$ cat src/rtl/ins_pkg.sv
// rtl/ins_pkg.sv - shared constants for the instruction sequencer
package ins_pkg;

  // Default widths: address, instruction word, retired counter
  localparam int AW_DEF = 12;
  localparam int IW_DEF = 16;
  localparam int RW_DEF = 16;

  // Field extraction: opcode is the top OPW bits, TSTF selects one of STATUS_W bits
  localparam int OPW      = 4;
  localparam int STATUS_W = 16;
  localparam int TST_SELW = 4;

  // Opcodes
  localparam logic [OPW-1:0] OP_NOP  = 4'd0;
  localparam logic [OPW-1:0] OP_JMP  = 4'd1;
  localparam logic [OPW-1:0] OP_BF   = 4'd2;
  localparam logic [OPW-1:0] OP_SETF = 4'd3;
  localparam logic [OPW-1:0] OP_TSTF = 4'd4;
  localparam logic [OPW-1:0] OP_LDC  = 4'd5;
  localparam logic [OPW-1:0] OP_DJNZ = 4'd6;
  localparam logic [OPW-1:0] OP_HALT = 4'd15;

  // Sequencer states
  localparam logic [1:0] ST_RUN   = 2'd0;
  localparam logic [1:0] ST_FLUSH = 2'd1;
  localparam logic [1:0] ST_HALT  = 2'd2;

endpackage

$ cat src/rtl/ins_decode.sv
// rtl/ins_decode.sv - combinational decode of the held instruction word
module ins_decode
  import ins_pkg::*;
#(
  parameter int AW = AW_DEF,
  parameter int IW = IW_DEF
) (
  input  logic [IW-1:0] ir,
  input  logic          irValid,
  input  logic          flag,
  input  logic [AW-1:0] loopCnt,
  output logic          conditional,
  output logic          unConditional,
  output logic [AW-1:0] inData,
  output logic          flagWe,
  output logic          flagTst,
  output logic          loopWe,
  output logic          loopLoad,
  output logic          isHalt
);

  logic [OPW-1:0] op;
  logic [AW-1:0]  imm;

  assign op  = ir[IW-1 -: OPW];
  assign imm = ir[AW-1:0];

  // Relative jumps hand the counter imm-1 because it adds before its own increment
  always_comb begin
    conditional   = 1'b0;
    unConditional = 1'b0;
    inData        = '0;
    flagWe        = 1'b0;
    flagTst       = 1'b0;
    loopWe        = 1'b0;
    loopLoad      = 1'b0;
    isHalt        = 1'b0;
    if (irValid) begin
      case (op)
        OP_NOP: ;
        OP_JMP: begin
          unConditional = 1'b1;
          inData        = imm;
        end
        OP_BF: begin
          if (flag) begin
            conditional = 1'b1;
            inData      = imm - AW'(1);
          end
        end
        OP_SETF: flagWe = 1'b1;
        OP_TSTF: begin
          flagWe  = 1'b1;
          flagTst = 1'b1;
        end
        OP_LDC: begin
          loopWe   = 1'b1;
          loopLoad = 1'b1;
        end
        OP_DJNZ: begin
          loopWe = 1'b1;
          if (loopCnt != AW'(1)) begin
            conditional = 1'b1;
            inData      = imm - AW'(1);
          end
        end
        OP_HALT: isHalt = 1'b1;
        default: ;
      endcase
    end
  end

endmodule

$ cat src/rtl/ins_sequencer.sv
// rtl/ins_sequencer.sv - fetch/decode sequencer driving the program counter
module ins_sequencer
  import ins_pkg::*;
#(
  parameter int AW = AW_DEF,
  parameter int IW = IW_DEF,
  parameter int RW = RW_DEF
) (
  input  logic                clk,
  input  logic                reset,
  input  logic [AW-1:0]       insAd,
  input  logic [IW-1:0]       insData,
  input  logic [STATUS_W-1:0] statusIn,
  output logic                conditional,
  output logic                unConditional,
  output logic [AW-1:0]       inData,
  output logic                stop,
  output logic [RW-1:0]       retCnt
);

  logic [IW-1:0] ir;
  logic [AW-1:0] irAd;
  logic          irValid;
  logic          flag;
  logic [AW-1:0] loopCnt;
  logic [1:0]    state;

  logic flagWe, flagTst, loopWe, loopLoad, isHalt;

  ins_decode #(.AW(AW), .IW(IW)) u_decode (
    .ir           (ir),
    .irValid      (irValid),
    .flag         (flag),
    .loopCnt      (loopCnt),
    .conditional  (conditional),
    .unConditional(unConditional),
    .inData       (inData),
    .flagWe       (flagWe),
    .flagTst      (flagTst),
    .loopWe       (loopWe),
    .loopLoad     (loopLoad),
    .isHalt       (isHalt)
  );

  // Fetch, execute side effects and RUN/FLUSH/HALT sequencing
  always_ff @(posedge clk or posedge reset) begin
    if (reset) begin
      ir      <= '0;
      irAd    <= '0;
      irValid <= 1'b0;
      flag    <= 1'b0;
      loopCnt <= '0;
      state   <= ST_RUN;
      stop    <= 1'b0;
      retCnt  <= '0;
    end else begin
      case (state)
        ST_RUN: begin
          if (irValid) begin
            if (flagWe) flag <= flagTst ? statusIn[ir[TST_SELW-1:0]] : ir[0];
            if (loopWe) loopCnt <= loopLoad ? ir[AW-1:0] : loopCnt - AW'(1);
            if (retCnt != '1) retCnt <= retCnt + RW'(1);
          end
          if (isHalt) begin
            // IR stays frozen on the halting word
            state   <= ST_HALT;
            stop    <= 1'b1;
            irValid <= 1'b0;
          end else begin
            ir   <= insData;
            irAd <= insAd;
            if (conditional || unConditional) begin
              // Word arriving with the jump is from the old path: load it as a bubble
              state   <= ST_FLUSH;
              irValid <= 1'b0;
            end else begin
              irValid <= 1'b1;
            end
          end
        end
        ST_FLUSH: begin
          ir      <= insData;
          irAd    <= insAd;
          irValid <= 1'b1;
          state   <= ST_RUN;
        end
        default: ;
      endcase
    end
  end

endmodule

$ cat config.mk
export PLATFORM = sky130hd
export DESIGN_NAME = ins_sequencer
export DESIGN_NICKNAME = d
export VERILOG_FILES = /design/src/rtl/ins_pkg.sv /design/src/rtl/ins_decode.sv /design/src/rtl/ins_sequencer.sv
export SDC_FILE = /design/constraint.sdc
export NUM_CORES = 1
export LEC_CHECK = 0
export CAP_MARGIN = 10
export CELL_PAD_IN_SITES_DETAIL_PLACEMENT = 1
export CELL_PAD_IN_SITES_GLOBAL_PLACEMENT = 2
export CORE_AREA = 5 5 113 104
export CTS_BUF_LIST = sky130_fd_sc_hd__clkbuf_4 sky130_fd_sc_hd__clkbuf_8
export DETAILED_ROUTE_END_ITERATION = 8
export DIE_AREA = 0 0 118 109
export GPL_TIMING_DRIVEN = 1
export HOLD_SLACK_MARGIN = 0.03
export PLACE_DENSITY = 0.79
export RECOVER_POWER = 100
export SKIP_LAST_GASP = 1
export SYNTH_ARGS = -nofsm -noshare
export SYNTH_HDL_FRONTEND = slang
export SYNTH_SLANG_ARGS = --single-unit
$ cat constraint.sdc
create_clock -name clk -period 2.7 [get_ports clk]
set_input_delay 0.81 -clock clk [delete_from_list [all_inputs] [get_ports clk]]
set_output_delay 0.81 -clock clk [all_outputs]
set_load 0.1 [all_outputs]
======== After elaboration in Yosys (flattened, before gate mapping) ========
Cells that the tools add are included.
word-level totals
  register bits ........................... 49
  output and inout port bits .............. 31
  word-level logic and storage cells ...... 66
  bits of input ports ..................... 46
operators by class
  equal/unequal tests ..................... 12
  $lt $le $gt $ge ......................... 1
  reductions and logical operators ........ 11
  multiplexer cells ....................... 32
  add/subtract/negate cells ............... 3
operators by type and width
  cell                                                                          number
  12-bit 2-to-1 mux                                                             4
  12-bit one-hot mux with 3 select lines                                        1
  16-bit one-hot mux with 2 select lines                                        1
  12-bit by 1-bit subtractor with 12-bit output, second input constant          2
  1-bit 2-to-1 mux                                                              19
  16-bit by 1-bit adder with 16-bit output, second input constant               1
  16-bit 2-to-1 mux                                                             1
  16-bit != test, second input constant                                         1
  4-bit by 3-bit == test with 1-bit output, second input constant               3
  12-bit by 1-bit != test with 1-bit output, second input constant              1
  3-bit AND reduction                                                           3
  4-bit by 2-bit == test with 1-bit output, second input constant               2
  2-bit AND reduction                                                           3
  4-bit by 5-bit less-than comparator with 1-bit output, second input constant  1
  1-bit binary-select mux with 4-bit select                                     1
  4-bit by 1-bit == test with 1-bit output, second input constant               1
  4-bit == test, second input constant                                          1
  2-bit 2-to-1 mux                                                              2
  1-bit one-hot mux with 2 select lines                                         2
  2-bit one-hot mux with 2 select lines                                         1
  2-bit OR reduction                                                            2
  3-bit != test, second input constant                                          1
  2-bit by 1-bit == test with 1-bit output, second input constant               1
  2-bit zero test                                                               1
  3 further kinds                                                               3

======== Depth between registers and ports, before layout ========
  depth in word-level cells ............... 8
  gate-level depth with buffers ........... 8
  gate-level depth less buffers ........... 7

======== Modules after synthesis ========
A second synthesis with hierarchy kept.
second synthesis, totals
  cells, all modules ...................... 320
  area, all modules ....................... 3138.0 um2
modules (own cells, without submodules)
  module         area an instance (um2)  seq. area each (um2)  instances  cells an instance
  ins_sequencer  2538.7                  1226.2                1          229
  ins_decode     599.3                   0.0                   1          91

======== Worst setup path before layout ========
No wires, ideal clock.
  path type ............................... register to output
  from .................................... reg ir[13]
  to ...................................... out inData[10]
  arrival time ............................ 3224 ps
  data required time ...................... 1890 ps
  path slack .............................. -1334 ps
  stages on the path, launching flop included .. 7
  cell sequence ........................... dfrtp_1 buf_2 nor4b_4 and2_1 buf_2 a31oi_1 mux2i_1
between the ends
  word-level cells in the longest chain between the ends .. 3
  elaborated cells between the ends (all ways) .. 5
RTL lines
  element                                                                 line                 text
  start, declared                                                         ins_sequencer.sv:21  logic [IW-1:0] ir;
  start signal, assigned                                                  ins_sequencer.sv:70  ir <= insData;
  start signal, assigned                                                  ins_sequencer.sv:82  ir <= insData;
  4-bit by 3-bit == test with 1-bit output, or another cell as far along  ins_decode.sv:39     case (op)
  12-bit one-hot mux with 3 select lines *                                ins_decode.sv:39
  12-bit 2-to-1 mux *                                                     ins_decode.sv:38     if (irValid) begin
  end, declared                                                           ins_sequencer.sv:16  output logic [AW-1:0] inData,
Every way passes the cells marked *; elsewhere a longest branch is shown, timed or not.

======== Worst setup path after layout ========
  from .................................... reg ir[1]
  to ...................................... out inData[5]
between the ends
  word-level cells in the longest chain between the ends .. 4
  elaborated cells between the ends (all ways) .. 5
RTL lines
  element                                          line
  12-bit by 1-bit subtractor with 12-bit output *  ins_decode.sv:48, ins_decode.sv:64
  12-bit 2-to-1 mux (on tied branches)             ins_decode.sv:62, ins_decode.sv:46
  12-bit one-hot mux with 3 select lines *         ins_decode.sv:39
  12-bit 2-to-1 mux *                              ins_decode.sv:38
Marked as above.

==> reports/metrics.sh <==
MAXIMUM_NUMBER_OF_PINS_ON_ONE_NET_BEFORE_GLOBAL_ROUTE_REPAIR=50
SHARE_CLK_OF_TOTAL_POWER_PCT=9.9
SEQ_POWER_SHARE_PCT=24.5
CLOCK_LATENCY_LATE_SINK_NS=0.31
SYNTHDOMINANTCELLAREASHARE_PCT=38.9
ANTENNA_FOUND_INITIAL=0
SEQCELLAREA_UM2=1230
FINALSETUPVIOLATIONS=13
WHS_PATH_DEPTH=1
TIMING.RR.END='loopCnt[10]$_DFFE_PP0P_'
FILLCELLCOUNT=1196
YOSYSUNIQUECELLTYPES=62
MIN_TO='stop$_DFFE_PP0P_'
ANTENNA-DIODE-COUNT=0
SYNTH.TOP_CELLS.BY_AREA='sky130_fd_sc_hd__dfrtp_1, sky130_fd_sc_hd__mux2_2, sky130_fd_sc_hd__xor2_1, sky130_fd_sc_hd__a21oi_1, sky130_fd_sc_hd__mux4_2'
SYNTH-COMPOUND-AREA-SHARE_PCT=15.2
COUNT_OF_FINAL_MAX_SLEW_CHECK_FAILURES=0
AVGROUTEDWIREPERCELL_UM=18.0
AREA_GROWTH_PCT=54.8
NUMCTSBUFFERS=5
LARGEST_INCREMENTAL_DELAY_ON_THE_CRITICAL_PATH_NS=0.44
ROUTED_WIRELENGTH_MM=10.5
HIGHEST_ACHIEVABLE_CLOCK_RATE_MHz=337
POSTLAYOUTSETUPSLACKWORST_NS=-0.267
DIE_AREA_UM2=12900
YOSYS.AREA_SHARE.ADDER_PCT=1.59
DIE_X_UM=118
CTSHOLDBUFFERS=0
CP_SLOWEST_CELL='sky130_fd_sc_hd__dfrtp_1'
DRIVE_GT1_SHARE_PCT=37.6
PROPORTION_OF_SYNTHESIZED_FLIP_FLOPS_HAVING_ASYNCHRONOUS_SET_OR_RESET_PCT=100
CRIT_REQUIRED_NS=1.89
CORE.ROWCOUNT=36
LAYOUT_COMMONEST_CELL='sky130_fd_sc_hd__buf_4'
FINAL_ANTENNA_NET_COUNT=0
POWER.SHARE.SWITCHING_PCT=49.7
SYN-CELL-AREA_UM2=3150
GRT_PASS1_WL_MM=17.4
CRITPATHBUFINV=1
CHIPHEIGHT_UM=109
POWER.SHARE.COMBINATIONAL_PCT=65.5
SYNTH_FF_TYPE='sky130_fd_sc_hd__dfrtp_1'
YOSYS_WARNINGS=0
TIMING.CRITICAL_PATH.FROM_TYPE='flip-flop'
WORST-R2R-SETUP-SLACK_NS=-0.01
TIMING.CRITICAL_PATH.MAX_DELAY_FAMILY='simple AND/OR/NAND/NOR gates'
XOR_AND_XNOR_AREA_SHARE_AFTER_SYNTHESIS_PCT=4.17
TIMING.CRITICAL_PATH.TO_TYPE='primary output'
CELL_DEPTH_OF_THE_WORST_SETUP_PATH=5
FINAL_CELLS=585
SYNTHESIZED_AREA_FRACTION_OCCUPIED_BY_AND_OR_NAND_NOR_CELLS_PCT=25.2
CLOCK_PIN_SLEW_REPORTED_FOR_THE_WORST_SETUP_AND_HOLD_PATHS_AFTER_CLOCK_TREE_SYNTHESIS_NS=0.10
PRE_REPAIR_DR_ITERATION_COUNT=4
FIRST_GLOBAL_VIAS=3375
RUN_STATUS='complete, but fails checks'
VIOLATIONS_IN_THE_FINAL_REPORTS='setup timing'
WORST_SLEW_PIN_SLEW_NS=1.24
DRC=0
CRITICAL_PATH_CLASS='flip-flop to primary output'
PRECTSSETUPSLACK_NS=-0.0689
YS_FF_LATCH=49
GPL.FINAL_WEIGHTED_CONGESTION=0.840
FIRST_ITER_VIOLATIONS=88
HP-START='stop$_DFFE_PP0P_'
CTS_MAX_LEVEL=2
CTS_ROOT_BUFFER='sky130_fd_sc_hd__clkbuf_8'
PATH_MAX_FANOUT=3
TOTAL_POWER_PER_UNIT_CELL_AREA_nW_PER_UM2=1160
VDD_IR_DROP_MAX_V=0.000865
COMBINED_AREA_OF_THE_MULTI_INPUT_LOGIC_CELLS_UM2=2060
TIMING.CRITICAL_PATH.ARRIVAL_NS=2.16
R2R_START='loopCnt[1]$_DFFE_PP0P_'
GRT_REMAINING_OVERFLOW=0
SYNTHDOMINANTAREACELLTYPE='sky130_fd_sc_hd__dfrtp_1'
CTS_TREE='built'
CLKSINKCOUNT=49
FIN_CRIT_SH_PCT=110
LAYOUT.CORE_UTILIZATION_PCT=46.3
LAYOUT_SKEW_NS=0.00984
CRIT_PATH_CELL_TRACE='or3_4, or3_4, o21bai_1, o211ai_1, clkbuf_16'
ROUTE.VIAS.TOTAL=3095
NUM_IO_PINS=77
CRIT_TOP_CELL='sky130_fd_sc_hd__or3_4'
TIMING.FINAL.HOLD_VIOLATIONS=0
BUFFERS_ADDED_ON_PORTS=64
FLOORPLAN.INITIALDENSITY_PCT=29.9
SYNTH_CELLS=330
PLACEABLECOREAREA_UM2=10500
HPWL_MM=7.76
NETS=501
SYN_AVG_CELL_AREA_UM2=9.55
DETAIL_ROUTE.VIAS_PER_CELL=5.29
HOLD_PATH_CLASS='flip-flop to flip-flop'
MOSTFREQUENTLAYOUTCELLS='sky130_fd_sc_hd__buf_4, sky130_fd_sc_hd__dfrtp_1, sky130_fd_sc_hd__clkdlybuf4s50_1'
GRT_SETUP_UNREPAIRED='yes'
WORST-R2R-CELL-COUNT=15
SYNTH_MUX_AREA_SHARE_PCT=10.2
PLACE_INST=554
P_SW_mW=2.82
LAYOUT_MIN_CYCLE_TIME_NS=2.97
MAX-CLOCK-PATH-BUFFERS=2
CELL_INTERNAL_PWR_mW=2.86
SEQ_AREA_FRAC_SYNTH_PCT=38.9
SYNTH_FP_NETS=380
MAX_CAP_VIOLATIONS=0
LEAKAGEPOWER_nW=1.96
SLEW_HEADROOM_PCT=17.1
SYNTH-EDFF-COUNT=0
LARGEST_FAMILY_OF_LOGIC_CELLS_BY_SYNTHESIZED_AREA='simple AND/OR/NAND/NOR gates'
GRT.TOTAL_USAGE_PCT=16.5
==> what timing repair did <==
action	in CTS	in global routing
endpoints found under the setup margin	13	18
pin swaps	13	7
gates cloned	0	2
buffers inserted	15	10
gates resized for setup	26	19
==> metrics by stage <==
| stage | TNS, ns | power, mW | hold slack, ns | instance area, um2 |
|---|---|---|---|---|
| after global routing | -3.58 | 6.01 | 0.511 | 4880 |
| after detailed placement | -0.278 | 4.81 | 0.453 | 4470 |
| after CTS | -2.46 | 5.65 | 0.481 | 4830 |
| after floorplan | -3.06 | 3.61 | 0.467 | 3330 |
| after global placement | -0.0714 | 4.72 | 0.450 | 4470 |
| final | -1.89 | 5.68 | 0.474 | 4880 |
==> worst max-delay path by stage <==
stage                                 from          to  slack (ns)
detailed placement  loopCnt[1]$_DFFE_PP0P_   inData[9]       -0.07
global placement    loopCnt[1]$_DFFE_PP0P_  inData[11]       -0.03
global route             ir[1]$_DFFE_PP0P_   inData[5]       -0.33
finish                   ir[1]$_DFFE_PP0P_   inData[5]       -0.27
CTS                      ir[1]$_DFFE_PP0P_   inData[9]       -0.24
floorplan               ir[15]$_DFFE_PP0P_   inData[5]       -0.96
==> state kept, by name, indices dropped and copies added (netlist names) <==
name,flops
irValid,1
retCnt,16
loopCnt,12
flag,1
ir,16
stop,1
state,2
==> routing by layer <==
| metal | GRT usage, % | wire length (um) | share of wire, % | vias to the layer above |
|---|---|---|---|---|
| li1 | - | - | - | 1480 |
| met1 | 21.2 | 4740 | 45 | 1571 |
| met2 | 29.8 | 5450 | 52 | 40 |
| met3 | 2.96 | 304 | 2.9 | 4 |
| met4 | 2.38 | 54 | 0.51 | 0 |
| met5 | 0 | 0 | 0 | - |
==> synth_stat cells (7+ instances only) <==
cell type	n
sky130_fd_sc_hd__a21oi_1	18
sky130_fd_sc_hd__a31oi_1	8
sky130_fd_sc_hd__buf_2	13
sky130_fd_sc_hd__clkbuf_1	7
sky130_fd_sc_hd__dfrtp_1	49
sky130_fd_sc_hd__inv_1	13
sky130_fd_sc_hd__mux2_2	17
sky130_fd_sc_hd__nand2_1	21
sky130_fd_sc_hd__nand3_1	16
sky130_fd_sc_hd__nand4_1	11
sky130_fd_sc_hd__nor2_1	17
sky130_fd_sc_hd__nor3_1	12
sky130_fd_sc_hd__nor4_1	9
sky130_fd_sc_hd__o21ai_0	8
sky130_fd_sc_hd__xor2_1	12
==> power groups by stage <==
stage / combinational [mW] / clock (mW) / sequential [mW]
6_report: 3.72 / 0.565 / 1.39
5_1_grt: 3.95 / 0.623 / 1.44
4_1_cts: 3.68 / 0.581 / 1.39
3_5_place_dp: 3.44 / 0 / 1.37
3_3_place_gp: 3.35 / 0 / 1.37
2_1_floorplan: 1.96 / 0 / 1.65
==> cell type report <==
cell class                 instances  share of cell area [%]
multi-input combinational        247                    42.2
timing repair buffer             135                    25.7
sequential                        49                    25.2
tap                              133                    3.41
clock buffer                       5                    1.41
inverter                          13                    1.15
clock inverter                     3                   0.974
==> logic make-up after synthesis <==
logic type,count (synthesis)
compound gates,72
xor+xnor,15
fa+ha+maj,4
buf+inv,34
flops,49
mux,25
simple gates,131
Note: power is estimated with default switching activity, not from simulation.
